[config.mk]
export PLATFORM = sky130hd
export DESIGN_NAME = flush_redirect_ctrl_flat
export DESIGN_NICKNAME = d
export VERILOG_FILES = /design/src/rtl/flush_redirect_ctrl_if.sv /design/src/rtl/flush_redirect_ctrl.sv /design/src/flat_wrapper.sv
export SDC_FILE = /design/constraint.sdc
export NUM_CORES = 1
export LEC_CHECK = 0
export CAP_MARGIN = 5
export CORE_ASPECT_RATIO = 0.5
export CORE_UTILIZATION = 42
export CTS_BUF_LIST = sky130_fd_sc_hd__clkbuf_16
export CTS_CLUSTER_DIAMETER = 60
export DETAILED_ROUTE_END_ITERATION = 10
export GPL_TIMING_DRIVEN = 1
export PLACE_DENSITY = 0.81
export SLEW_MARGIN = 15
export SYNTH_ARGS = -nofsm -noshare
export SYNTH_HDL_FRONTEND = slang
export SYNTH_SLANG_ARGS = --single-unit
export TNS_END_PERCENT = 20
[constraint.sdc]
create_clock -name clk -period 2.5 [get_ports clk]
set_input_delay 0.375 -clock clk [delete_from_list [all_inputs] [get_ports clk]]
set_output_delay 0.375 -clock clk [all_outputs]
set_load 0.02 [all_outputs]
[src/rtl/flush_redirect_ctrl_if.sv]
// Bundle of the WB/CP0 commit events, IF fetch handshakes and the recovery
// outputs exchanged with flush_redirect_ctrl.
interface flush_redirect_ctrl_if;
  logic        ex_en;
  logic        eret_flush;
  logic        tlb_refetch;
  logic        tlb_refill;
  logic [31:0] ws_pc;
  logic [31:0] c0_epc;
  logic        if_req_fire;
  logic        if_resp_fire;
  logic        redirect_ready;
  logic        flush;
  logic        fetch_stall;
  logic        discard_resp;
  logic        redirect_valid;
  logic [31:0] redirect_pc;
  logic        busy;

  modport master (
    output ex_en, eret_flush, tlb_refetch, tlb_refill, ws_pc, c0_epc,
           if_req_fire, if_resp_fire, redirect_ready,
    input  flush, fetch_stall, discard_resp, redirect_valid, redirect_pc, busy
  );

  modport slave (
    input  ex_en, eret_flush, tlb_refetch, tlb_refill, ws_pc, c0_epc,
           if_req_fire, if_resp_fire, redirect_ready,
    output flush, fetch_stall, discard_resp, redirect_valid, redirect_pc, busy
  );
endinterface

[src/rtl/flush_redirect_ctrl.sv]
// Pipeline recovery sequencer: captures the redirect target on a WB commit
// event, flushes, drains in-flight fetches, then hands the new PC to IF.
module flush_redirect_ctrl #(
  parameter logic [31:0] EXC_VEC    = 32'hBFC0_0380,
  parameter logic [31:0] REFILL_VEC = 32'hBFC0_0200,
  parameter int unsigned OUTST_W    = 2
) (
  input  logic                 clk,
  input  logic                 reset,
  flush_redirect_ctrl_if.slave bus
);

  typedef enum logic [1:0] {
    IDLE     = 2'd0,
    FLUSH    = 2'd1,
    DRAIN    = 2'd2,
    REDIRECT = 2'd3
  } state_t;

  state_t             state, state_next;
  logic [OUTST_W-1:0] cnt, cnt_next;
  logic [31:0]        pc_q, pc_next;
  logic               event_any;

  // Saturating outstanding-fetch counter; runs in every state.
  always_comb begin
    cnt_next = cnt;
    if (bus.if_req_fire && !bus.if_resp_fire && (cnt != '1))
      cnt_next = cnt + 1'b1;
    else if (bus.if_resp_fire && !bus.if_req_fire && (cnt != '0))
      cnt_next = cnt - 1'b1;
  end

  assign event_any = bus.ex_en || bus.eret_flush || bus.tlb_refetch;

  always_comb begin
    state_next         = state;
    pc_next            = pc_q;
    bus.flush          = 1'b0;
    bus.fetch_stall    = 1'b0;
    bus.discard_resp   = 1'b0;
    bus.redirect_valid = 1'b0;
    bus.busy           = (state != IDLE);
    unique case (state)
      IDLE: begin
        if (event_any) begin
          state_next = FLUSH;
          if (bus.ex_en)
            pc_next = bus.tlb_refill ? REFILL_VEC : EXC_VEC;
          else if (bus.eret_flush)
            pc_next = bus.c0_epc;
          else
            pc_next = bus.ws_pc + 32'd4;
        end
      end
      FLUSH: begin
        bus.flush        = 1'b1;
        bus.fetch_stall  = 1'b1;
        bus.discard_resp = 1'b1;
        state_next       = (cnt_next != '0) ? DRAIN : REDIRECT;
      end
      DRAIN: begin
        bus.fetch_stall  = 1'b1;
        bus.discard_resp = 1'b1;
        if (cnt_next == '0)
          state_next = REDIRECT;
      end
      REDIRECT: begin
        bus.redirect_valid = 1'b1;
        bus.fetch_stall    = 1'b1;
        if (bus.redirect_ready)
          state_next = IDLE;
      end
      default: state_next = IDLE;
    endcase
  end

  always_ff @(posedge clk or posedge reset) begin
    if (reset) begin
      state <= IDLE;
      cnt   <= '0;
      pc_q  <= '0;
    end else begin
      state <= state_next;
      cnt   <= cnt_next;
      pc_q  <= pc_next;
    end
  end

  assign bus.redirect_pc = pc_q;

endmodule

[src/flat_wrapper.sv]
// flat-port wrapper written by rule: the top's interface ports become plain ports
module flush_redirect_ctrl_flat 
#(
  parameter logic [31:0] EXC_VEC    = 32'hBFC0_0380,
  parameter logic [31:0] REFILL_VEC = 32'hBFC0_0200,
  parameter int unsigned OUTST_W    = 2
)
  (clk, reset, bus_ex_en, bus_eret_flush, bus_tlb_refetch, bus_tlb_refill, bus_ws_pc, bus_c0_epc, bus_if_req_fire, bus_if_resp_fire, bus_redirect_ready, bus_flush, bus_fetch_stall, bus_discard_resp, bus_redirect_valid, bus_redirect_pc, bus_busy);
  flush_redirect_ctrl_if bus_i ();
  input  logic clk;
  input  logic reset;
  input wire logic [$bits(bus_i.ex_en)-1:0] bus_ex_en;
  input wire logic [$bits(bus_i.eret_flush)-1:0] bus_eret_flush;
  input wire logic [$bits(bus_i.tlb_refetch)-1:0] bus_tlb_refetch;
  input wire logic [$bits(bus_i.tlb_refill)-1:0] bus_tlb_refill;
  input wire logic [$bits(bus_i.ws_pc)-1:0] bus_ws_pc;
  input wire logic [$bits(bus_i.c0_epc)-1:0] bus_c0_epc;
  input wire logic [$bits(bus_i.if_req_fire)-1:0] bus_if_req_fire;
  input wire logic [$bits(bus_i.if_resp_fire)-1:0] bus_if_resp_fire;
  input wire logic [$bits(bus_i.redirect_ready)-1:0] bus_redirect_ready;
  output wire logic [$bits(bus_i.flush)-1:0] bus_flush;
  output wire logic [$bits(bus_i.fetch_stall)-1:0] bus_fetch_stall;
  output wire logic [$bits(bus_i.discard_resp)-1:0] bus_discard_resp;
  output wire logic [$bits(bus_i.redirect_valid)-1:0] bus_redirect_valid;
  output wire logic [$bits(bus_i.redirect_pc)-1:0] bus_redirect_pc;
  output wire logic [$bits(bus_i.busy)-1:0] bus_busy;
  assign bus_i.ex_en = bus_ex_en;
  assign bus_i.eret_flush = bus_eret_flush;
  assign bus_i.tlb_refetch = bus_tlb_refetch;
  assign bus_i.tlb_refill = bus_tlb_refill;
  assign bus_i.ws_pc = bus_ws_pc;
  assign bus_i.c0_epc = bus_c0_epc;
  assign bus_i.if_req_fire = bus_if_req_fire;
  assign bus_i.if_resp_fire = bus_if_resp_fire;
  assign bus_i.redirect_ready = bus_redirect_ready;
  assign bus_flush = bus_i.flush;
  assign bus_fetch_stall = bus_i.fetch_stall;
  assign bus_discard_resp = bus_i.discard_resp;
  assign bus_redirect_valid = bus_i.redirect_valid;
  assign bus_redirect_pc = bus_i.redirect_pc;
  assign bus_busy = bus_i.busy;
  flush_redirect_ctrl #(.EXC_VEC(EXC_VEC), .REFILL_VEC(REFILL_VEC), .OUTST_W(OUTST_W)) u_core (.clk(clk), .reset(reset), .bus(bus_i));
endmodule
==> results_dict.tcl, run 1 <==
set metrics [dict create \
    die_x_um 108 \
    finalCritPeriodShare 0.865 \
    drt-initial-drc-count 74 \
    drt_pass1_iterations 4 \
    rows 18 \
    clock_latency_ns 0.28 \
    rr_worst_depth 7 \
    leakagePower_nw 1.46 \
    seqCellArea_um2 901 \
    syn_area_um2 2380 \
    period_minus_slack_ns 2.16 \
    skew_ns 0.00717 \
    via_per_inst 5.49 \
    path_buf_inv 3 \
    hold_class "flip-flop to flip-flop" \
    diodes 0 \
    synth_cell_types 45 \
    dp_hpwl_um 5550 \
    async_reset_ff_frac 1.00 \
    min_delay_path_depth 2 \
    synth-seq-cells 36 \
    die_y_um 55.2 \
    finalHoldViolCount 0 \
    ctsLongestPathBuffers 2 \
    critPathSlowestCell "clkdlybuf4s50_1" \
    path_common_cell "inv_1" \
    rsz0062_at_grt "false" \
    numCtsBuffers 5 \
    cts_root_buf "clkbuf_16" \
    nFillCells 406 \
    avgSynthCellArea_um2 9.25 \
    cap_violations 0 \
    grt_max_degree 37 \
    synth-xor-area-share 0.103 \
    max_freq_mhz 462 \
    worstMarginPinSlew_ns 0.535 \
    die_area_um2 5980 \
    worst-path-max-fanout 6 \
    area_delta_synth_final_pct 55.9 \
    ant_nets 0 \
    synth_top_family_by_area "simple AND/OR/NAND/NOR gates" \
    power_density_nw_per_um2 912 \
    reg2reg_slack_ns 0.39 \
    totalWireLength_um 7070 \
    start_util 0.459 \
    grtUsageTotal 0.244 \
    cts_setup_buffers 0 \
    drc 0 \
    synthMuxAreaShare 0.0258 \
    finalSetupViolations 0 \
    cts_max_level 2 \
    wl_per_cell_um 16.0 \
    peakVddDrop_v 0.000472 \
    core_area_um2 5180 \
    vias 2423 \
    yosysTopAreaCellShare 0.379 \
    synth-adder-area-share 0.0421 \
    cp_num_cells 4 \
    yosys_warnings 0 \
    antenna_found_initial 0 \
    drive_gt1_frac 0.0701 \
    synth_edf_count 0 \
    worstSetupStartpointType "flip-flop" \
    portBuffers 109 \
    holdWs_ns 0.476 \
    worstSetupEndpointType "output port" \
    grt_pass1_wl_um 11500 \
    multi_input_area_um2 1400 \
    fin_setup_tns_ns 0 \
    ys.flop_type "dfrtp_1" \
    path_clk_slew_ns 0.05 \
    dpl.cell_count 434 \
    ios 110 \
    path_cells "inv_1, ha_1, inv_1, clkdlybuf4s50_1" \
    cp.arrival_ns 1.79 \
    slew_headroom 0.641 \
    outcome "complete, no violations" \
    critical-path-top-delay-family "buffers and inverters" \
    synth.yosys.seq_area_share 0.379 \
    crit_required_ns 2.12 \
    final_max_slew_viol_count 0 \
    fin_nets 452 \
    cp_slowest_stage_delay_ns 0.61 \
    synth-simple-area-share 0.228 \
    netlist_top_cells_area "dfrtp_1 (38%), xor2_1 (8.5%), ha_1 (4.2%)" \
    syn_nets 338 \
    ctsResizeCount 0 \
    hold_buffers 0 \
    cts_tree "done" \
    instances_no_fill 441 \
    synth_top_area_cell "dfrtp_1" \
    postSynthCellCount 257 \
    synth-compound-area-share 0.188 \
    first_global_vias 2461 \
    grt-ovfl-total 0 \
    gp_congestion 0.835 \
    path_class "flip-flop to output port" \
    cts_sinks 36 \
]
-- worst register-to-register path: stages, from the launching register on --
cell and delay, ns:
dfrtp_1 0.44, inv_1 0.07, ha_1 0.23, or4b_1 0.51, o2111ai_1 0.11, a31oi_1 0.12
o21ai_1 0.17, mux2_2 0.34
-- Yosys cell counts (4+ instances only) --
cell       n
a21oi_1   11
a22o_1     4
a22oi_1   11
and3_1     4
buf_2      4
clkbuf_1   6
dfrtp_1   36
ha_1       8
inv_1     10
mux2i_1    5
nand2_1   24
nand3_1   10
nand4_1    5
nor2_1    13
nor2b_1    8
nor3_1     5
o21ai_0   16
o21ai_1    5
o22ai_1    7
o31ai_1    4
xnor2_1    5
xor2_1    23
-- path summary, 6_finish.rpt --
check,from,endpoint
min in group asynchronous,reset,u_core.bus.redirect_pc[24]
min reg2reg,u_core.bus.redirect_pc[3],u_core.bus.redirect_pc[3]
max in group asynchronous,reset,u_core.cnt[1]
max reg2reg,u_core.cnt[0],u_core.state[1]
min,u_core.bus.redirect_pc[3],u_core.bus.redirect_pc[3]
max,u_core.state[1],bus_busy
-- report_power, final --
group / switching [mW] / internal [mW]
registers: 0.160 / 0.822
logic: 0.936 / 0.872
clock network: 0.231 / 0.357
-- state kept, by name, indices dropped and copies added (netlist names) --
name and count:
u_core.bus.redirect_pc 32, u_core.state 2, u_core.cnt 2
-- cell usage in the layout, fill, tap and decap left out, drive strengths merged, types with 6 or more instances in the layout --
cell	count
nand4	6
nand2	24
nor2b	8
inv	10
clkdlybuf4s50	109
o21ai	21
o22ai	7
buf	8
dfrtp	36
a22oi	11
nand3	14
a21oi	12
nor2	13
nor3	7
ha	8
xor2	23
-- routing by layer --
layer / global-route usage / up-vias / wire length [µm]
met2: 0.458 / 68 / 3710
li1: - / 1165 / -
met1: 0.291 / 1179 / 2980
met3: 0.0331 / 11 / 281
met4: 0.0676 / 0 / 103
met5: 0 / - / 0
-- layout make-up --
class | instances | share of cell area
clock buffers | 5 | 0.0338
clock inverters | 2 | 0.00203
inverters | 10 | 0.0101
multi-input cells | 201 | 0.377
flip-flops and latches | 36 | 0.243
well taps | 70 | 0.0236
repair buffers | 117 | 0.311
-- cells by family after synthesis --
group | count (synthesis)
flip-flops | 36
AO/OA/AOI/OAI | 69
adder cells (fa/ha/maj) | 8
buffers and inverters | 20
multiplexers | 6
AND/OR/NAND/NOR | 90
XOR/XNOR | 28
-- stage by stage --
stage               utilization  total power, mW  worst slack, ns  instance area (µm²)
finish                    0.715             3.38            0.337                 3710
floorplan                     -             1.95            0.577                 2380
global placement          0.690             2.71            0.266                 3570
detailed placement        0.690             2.80            0.169                 3570
CTS                       0.715             3.38            0.334                 3710
global route              0.715             3.57            0.224                 3710
Note: power is estimated with default switching activity, not from simulation.
==> inputs of run 2 (changes only) <==
SKIP_CTS_REPAIR_TIMING = 1   (was default)
==> results of run 2 <==
No change in the layout: final DEF, timing and power equal those of run 1.
